`src/rtl/serv_bus_arbiter_pkg.sv`:
```
// serv_bus_arbiter_pkg: shared state encoding, widths and helpers for the SERV bus arbiter
package serv_bus_arbiter_pkg;

    typedef enum logic [1:0] {
        ARB_IDLE = 2'd0,
        ARB_IBUS = 2'd1,
        ARB_DBUS = 2'd2
    } arb_state_e;

    localparam int STARVE_W = 4;

    function automatic logic [STARVE_W-1:0] starve_inc(
        input logic [STARVE_W-1:0] cnt,
        input logic [STARVE_W-1:0] max
    );
        return (cnt >= max) ? cnt : cnt + 1'b1;
    endfunction

endpackage

```
`src/rtl/serv_arb_watchdog.sv`:
```
// serv_arb_watchdog: counts owned cycles without ack and fires once the limit is reached
module serv_arb_watchdog #(
    parameter int TIMEOUT = 255
) (
    input  logic clk,
    input  logic i_rst_n,
    input  logic i_start,
    input  logic i_ack,
    output logic o_fire
);

    localparam int CW = (TIMEOUT > 1) ? $clog2(TIMEOUT) : 1;

    logic [CW-1:0] cnt_q, cnt_d;

    // held at zero while waiting for a grant so the first owned cycle reads zero
    always_comb cnt_d = i_start ? '0 : (i_ack ? cnt_q : cnt_q + 1'b1);

    // cycle counter register
    always_ff @(posedge clk or negedge i_rst_n)
        if (!i_rst_n) cnt_q <= '0;
        else          cnt_q <= cnt_d;

    // fire in the TIMEOUT-th owned cycle unless the slave answers in that same cycle
    always_comb o_fire = (TIMEOUT != 0) && !i_start && !i_ack && (cnt_q == CW'(TIMEOUT - 1));

endmodule

```
`src/rtl/serv_bus_arbiter.sv`:
```
// serv_bus_arbiter: shares one Wishbone port between SERV ibus and dbus with dbus priority and bounded ibus starvation
module serv_bus_arbiter
    import serv_bus_arbiter_pkg::*;
#(
    parameter int TIMEOUT    = 255,
    parameter int STARVE_MAX = 4
) (
    input  logic        clk,
    input  logic        i_rst_n,
    input  logic [31:0] i_ibus_adr,
    input  logic        i_ibus_cyc,
    output logic [31:0] o_ibus_rdt,
    output logic        o_ibus_ack,
    input  logic [31:0] i_dbus_adr,
    input  logic [31:0] i_dbus_dat,
    input  logic [3:0]  i_dbus_sel,
    input  logic        i_dbus_we,
    input  logic        i_dbus_cyc,
    output logic [31:0] o_dbus_rdt,
    output logic        o_dbus_ack,
    output logic [31:0] o_wb_adr,
    output logic [31:0] o_wb_dat,
    output logic [3:0]  o_wb_sel,
    output logic        o_wb_we,
    output logic        o_wb_cyc,
    input  logic [31:0] i_wb_rdt,
    input  logic        i_wb_ack,
    output logic        o_timeout,
    output logic        o_owner
);

    localparam logic [STARVE_W-1:0] SMAX = STARVE_W'(STARVE_MAX);

    arb_state_e          state_q, state_d;
    logic [STARVE_W-1:0] starve_q, starve_d;
    logic                in_i, in_d, owner_cyc, wd_fire, fire, ack;

    serv_arb_watchdog #(.TIMEOUT(TIMEOUT)) u_watchdog (
        .clk     (clk),
        .i_rst_n (i_rst_n),
        .i_start (state_q == ARB_IDLE),
        .i_ack   (i_wb_ack),
        .o_fire  (wd_fire)
    );

    // decode ownership; an owner dropping cyc aborts and suppresses any ack or forced ack
    always_comb begin
        in_i      = state_q == ARB_IBUS;
        in_d      = state_q == ARB_DBUS;
        owner_cyc = (in_i & i_ibus_cyc) | (in_d & i_dbus_cyc);
        fire      = owner_cyc & wd_fire;
        ack       = owner_cyc & (i_wb_ack | wd_fire);
    end

    // state register
    always_ff @(posedge clk or negedge i_rst_n)
        if (!i_rst_n) state_q <= ARB_IDLE;
        else          state_q <= state_d;

    // dbus wins contention unless ibus has already lost STARVE_MAX times; any end of ownership returns to idle
    always_comb
        state_d = (state_q == ARB_IDLE)
                ? ((i_dbus_cyc && !(i_ibus_cyc && starve_q == SMAX)) ? ARB_DBUS
                  : i_ibus_cyc ? ARB_IBUS : ARB_IDLE)
                : ((!owner_cyc || ack) ? ARB_IDLE : state_q);

    // count contested dbus grants, clear on every ibus grant
    always_comb
        starve_d = (state_q != ARB_IDLE)                    ? starve_q
                 : (state_d == ARB_IBUS)                    ? '0
                 : (state_d == ARB_DBUS && i_ibus_cyc)      ? starve_inc(starve_q, SMAX)
                 : starve_q;

    // starvation counter register
    always_ff @(posedge clk or negedge i_rst_n)
        if (!i_rst_n) starve_q <= '0;
        else          starve_q <= starve_d;

    // shared port mux and response routing; everything reads zero while idle
    always_comb begin
        o_wb_adr   = in_d ? i_dbus_adr : (in_i ? i_ibus_adr : '0);
        o_wb_dat   = in_d ? i_dbus_dat : '0;
        o_wb_sel   = in_d ? i_dbus_sel : (in_i ? 4'hF : 4'h0);
        o_wb_we    = in_d & i_dbus_we;
        o_wb_cyc   = owner_cyc & ~fire;
        o_owner    = in_d;
        o_ibus_ack = in_i & ack;
        o_dbus_ack = in_d & ack;
        o_ibus_rdt = (in_i && !fire) ? i_wb_rdt : '0;
        o_dbus_rdt = (in_d && !fire) ? i_wb_rdt : '0;
        o_timeout  = fire;
    end

endmodule

```
`config.mk`:
```
export PLATFORM = sky130hd
export DESIGN_NAME = serv_bus_arbiter
export DESIGN_NICKNAME = d
export VERILOG_FILES = /design/src/rtl/serv_bus_arbiter_pkg.sv /design/src/rtl/serv_arb_watchdog.sv /design/src/rtl/serv_bus_arbiter.sv
export SDC_FILE = /design/constraint.sdc
export NUM_CORES = 1
export LEC_CHECK = 0
export ABC_CLOCK_PERIOD_IN_PS = 4400
export CAP_MARGIN = 10
export CELL_PAD_IN_SITES_DETAIL_PLACEMENT = 1
export CELL_PAD_IN_SITES_GLOBAL_PLACEMENT = 1
export CORE_ASPECT_RATIO = 1.2
export CORE_UTILIZATION = 15
export CTS_BUF_LIST = sky130_fd_sc_hd__clkbuf_16
export DETAILED_ROUTE_END_ITERATION = 10
export GPL_TIMING_DRIVEN = 0
export PLACE_DENSITY_LB_ADDON = 0.1
export REMOVE_ABC_BUFFERS = 1
export SYNTH_ARGS = -nofsm -noshare
export SYNTH_HDL_FRONTEND = slang
export SYNTH_HIERARCHICAL = 1
export SYNTH_SLANG_ARGS = --single-unit
```
`constraint.sdc`:
```
create_clock -name clk -period 4.4 [get_ports clk]
set_input_delay 1.1 -clock clk [delete_from_list [all_inputs] [get_ports clk]]
set_output_delay 1.1 -clock clk [all_outputs]
set_load 0.01 [all_outputs]
```
==> flow_summary_export.csv <==
group,metric,value,unit
global_routing,grt_first_pass_wirelength,16.90,mm
worst_setup_path,cp-end-kind,"primary output",
global_routing,grt_pass1_vias,3040,
floorplanning,io_pins,276,
yosys,yosysTopAreaCell,"and2_1",
yosys,synth-async-reset-ratio,100.0,%
yosys,yosysUniqueCellTypes,35,
finish,mostFrequentLayoutCells,"clkdlybuf4s50_1 (274), and2_1 (97), a22o_1 (32), dfrtp_1 (14), nor2_1 (10)",
sta,relSlewSlack,35.63,%
yosys,yosys.area_share.simple,46.05,%
sta,setup_violations,0,
sta,setup_slack,267.7,ps
run,max-cap-violations,0,
worst_setup_path,critPathMaxFanout,12,
clocking,clockRootBuffer,"clkbuf_16",
worst_setup_path,crit_buf_inv,2,
finish,multi_input_area,0.001451,mm2
yosys,netlist_instances,239,
yosys,synth-edff-count,0,
sta,fmax,242.0,MHz
yosys,synth_top_cell_area_share,33.04,%
finish,fin_nets,649,
route,finalWirelength,12.36,mm
worst_setup_path,crit_family,"buffers and inverters",
finish,mostFrequentLayoutCell,"clkdlybuf4s50_1",
yosys,synth-compound-area-share,24.05,%
clocking,numCtsBuffers,3,
finish,fill_cells,1387,
clocking,cts.clk_slew.worst_paths,50,ps
global_routing,overflow,0,
route,wire_per_inst,18.64,um
sta,rsz0062_at_grt,"false",
worst_setup_path,worstPathRequired,3300,ps
worst_setup_path,critPathSlowestCell,"clkdlybuf4s50_1",
route,dr.pass1.iters,3,
clocking,cts_tree,"built",
worst_setup_path,crit_chain,"clkdlybuf4s50_1, a22oi_1, nor2b_1, clkdlybuf4s50_1",
finish,n_antenna_cell,0,
worst_setup_path,crit_arrival,3030,ps
finish,area_delta_synth_final,170.0,%
yosys,syn_area,0.001837,mm2
pwr,power.density,275.7,mW/mm2
worst_setup_path,critPathLaunchType,"primary input",
finish,drive_gt1_share,3.755,%
placed_design,pre_cts_slack,-596.9,ps
yosys,syn_area_per_cell,7.685,um2
floorplanning,placementRows,43,
pwr,power.leakage,0.001973,uW
placed_design,port_buffers,275,
sta,hold_violations,0,
placed_design,hpwlAfterDp,10.12,mm
yosys,synthTopCellsByArea,"and2_1 (33%), dfrtp_1 (19%), a22o_1 (15%), buf_2 (2.7%), ha_1 (2.7%)",
yosys,yosysSeqAreaShare,19.07,%
clocking,cts_max_path_buffers,2,
yosys,yosys_warnings,6,
sta,period_needed,4132,ps
pwr,peakVddDrop,0.1285,mV
clocking,clock_sinks,14,
clocking,htreeDepth,1,
yosys,synth_top_family_by_area,"simple AND/OR/NAND/NOR gates",
sta,slew_viol_final,0,
global_routing,antenna_found_initial,0,
sta,tightest_slew,963.5,ps
yosys,yosys.area_share.adder,2.725,%
yosys,synth-xor-area-share,1.907,%
route,ant_nets,0,
route,drt_iter0_drc,54,
min_path,worstHoldPathType,"flip-flop to flip-flop",
floorplanning,core_area,0.01173,mm2
sta,min_period_over_period,93.92,%
worst_setup_path,crit_top_cell,"clkdlybuf4s50_1",
sta,hold-worst-slack,543.3,ps
global_routing,grt.total_usage,18.01,%
global_routing,grt_start_max_net_pins,54,
clocking,clock_latency,240,ps
yosys,synth_seq_cells,14,
worst_setup_path,cp_slowest_stage_delay,860,ps
floorplanning,die_w,103.0,um
yosys,synth_mux_area_share,0,%
floorplanning,die-area,0.01269,mm2
route,vias_per_cell,4.339,
finish,fin_util,42.28,%
run_status,status,"complete, no violations",
placed_design,routabilityCongestion,0.7335,
sta,fin_skew,2.523,ps
finish,seqCellArea,350.3,um2
worst_setup_path,criticalPathCategory,"primary input to primary output",
floorplanning,initial_core_util,15.66,%
yosys,ys_dominant_reg_cell,"dfrtp_1",
route,drc,0,
floorplanning,die_h,123.2,um
route,vias,2877,
-- final timing paths --
| check | cells past startpoint | slack (ps) | startpoint | endpoint |
|---|---|---|---|---|
| max | 4 | 270 | i_dbus_cyc | o_timeout |
| min | 1 | 540 | starve_q[3] | starve_q[3] |
| max reg2reg | 6 | 2370 | state_q[0] | state_q[0] |
| min reg2reg | 1 | 540 | starve_q[3] | starve_q[3] |
| max in group asynchronous | 1 | 2700 | i_rst_n | u_watchdog/cnt_q[7] |
| min in group asynchronous | 1 | 1270 | i_rst_n | starve_q[0] |
-- cells by family (layout without fill, tap and decap cells) --
family / Yosys count / count (layout)
simple gates: 137 / 137
buf+inv: 24 / 289
xor+xnor: 4 / 4
fa+ha+maj: 4 / 4
flops: 14 / 14
compound gates: 56 / 58
-- cell type report --
cell class,instances,area share (%)
flip-flops and latches,14,7.065
clock buffers,3,1.514
repair buffers,282,57.89
multi-input cells,203,29.27
well taps,157,3.962
inverters,3,0.2271
clock inverters,1,0.07570
-- metrics by stage --
stage	cells	instance area, um2	power (uW)	setup TNS [ps]
floorplan	218	1734	551.3	-8321
global placement	650	4683	1140	-233970
detailed placement	651	4718	1161	-33550
CTS	663	4956	1391	0
global route	663	4959	1461	0
finish	663	4959	1367	0
-- worst register-to-register path, delay by kind of cell, from the launching register on --
kind / cells / cell delay [ps]
AOI/OAI and AO/OA: 1 / 150
DFF: 1 / 490
and+or+nand+nor: 4 / 1150
buffers and inverters: 1 / 180
-- power breakdown --
group,switching [uW],internal [uW]
Clock,53.3,120
Combinational,411,600
Sequential,33.5,149
Total,498,869
-- cells in the mapped netlist, types with 2 or more instances --
cell type / number
and2_1: 97
a22o_1: 32
dfrtp_1: 14
buf_2: 10
nor2_1: 10
a21oi_1: 7
clkbuf_2: 6
nand2_1: 6
nor2b_1: 6
o21ai_0: 5
a21o_1: 4
clkbuf_1: 4
ha_1: 4
inv_1: 3
nand4b_1: 3
or3_1: 3
xor2_1: 3
a21boi_2: 2
a22oi_1: 2
and3_1: 2
nand3_1: 2
-- per-layer routing --
metal	up-vias	global-route usage, %	share of wire, %
met5	-	0	0
met4	0	4.137	1.9
met3	10	7.462	12
met2	188	36.25	54
met1	1324	16.25	32
li1	1355	-	-
-- what timing repair did --
item / 4_1_cts / 5_1_grt
setup endpoints to repair: 67 / 66
hold buffers: 0 / 0
hold endpoints to repair: 0 / 0
gates resized for setup: 6 / 1
cloned: 2 / 0
pin swaps: 4 / 0
buffers inserted: 6 / 0
-- registers in the layout, summed over array words and instances (netlist names) --
register / count
u_watchdog/cnt_q: 8
state_q: 2
starve_q: 4
Power figures use the tool's default switching activity.
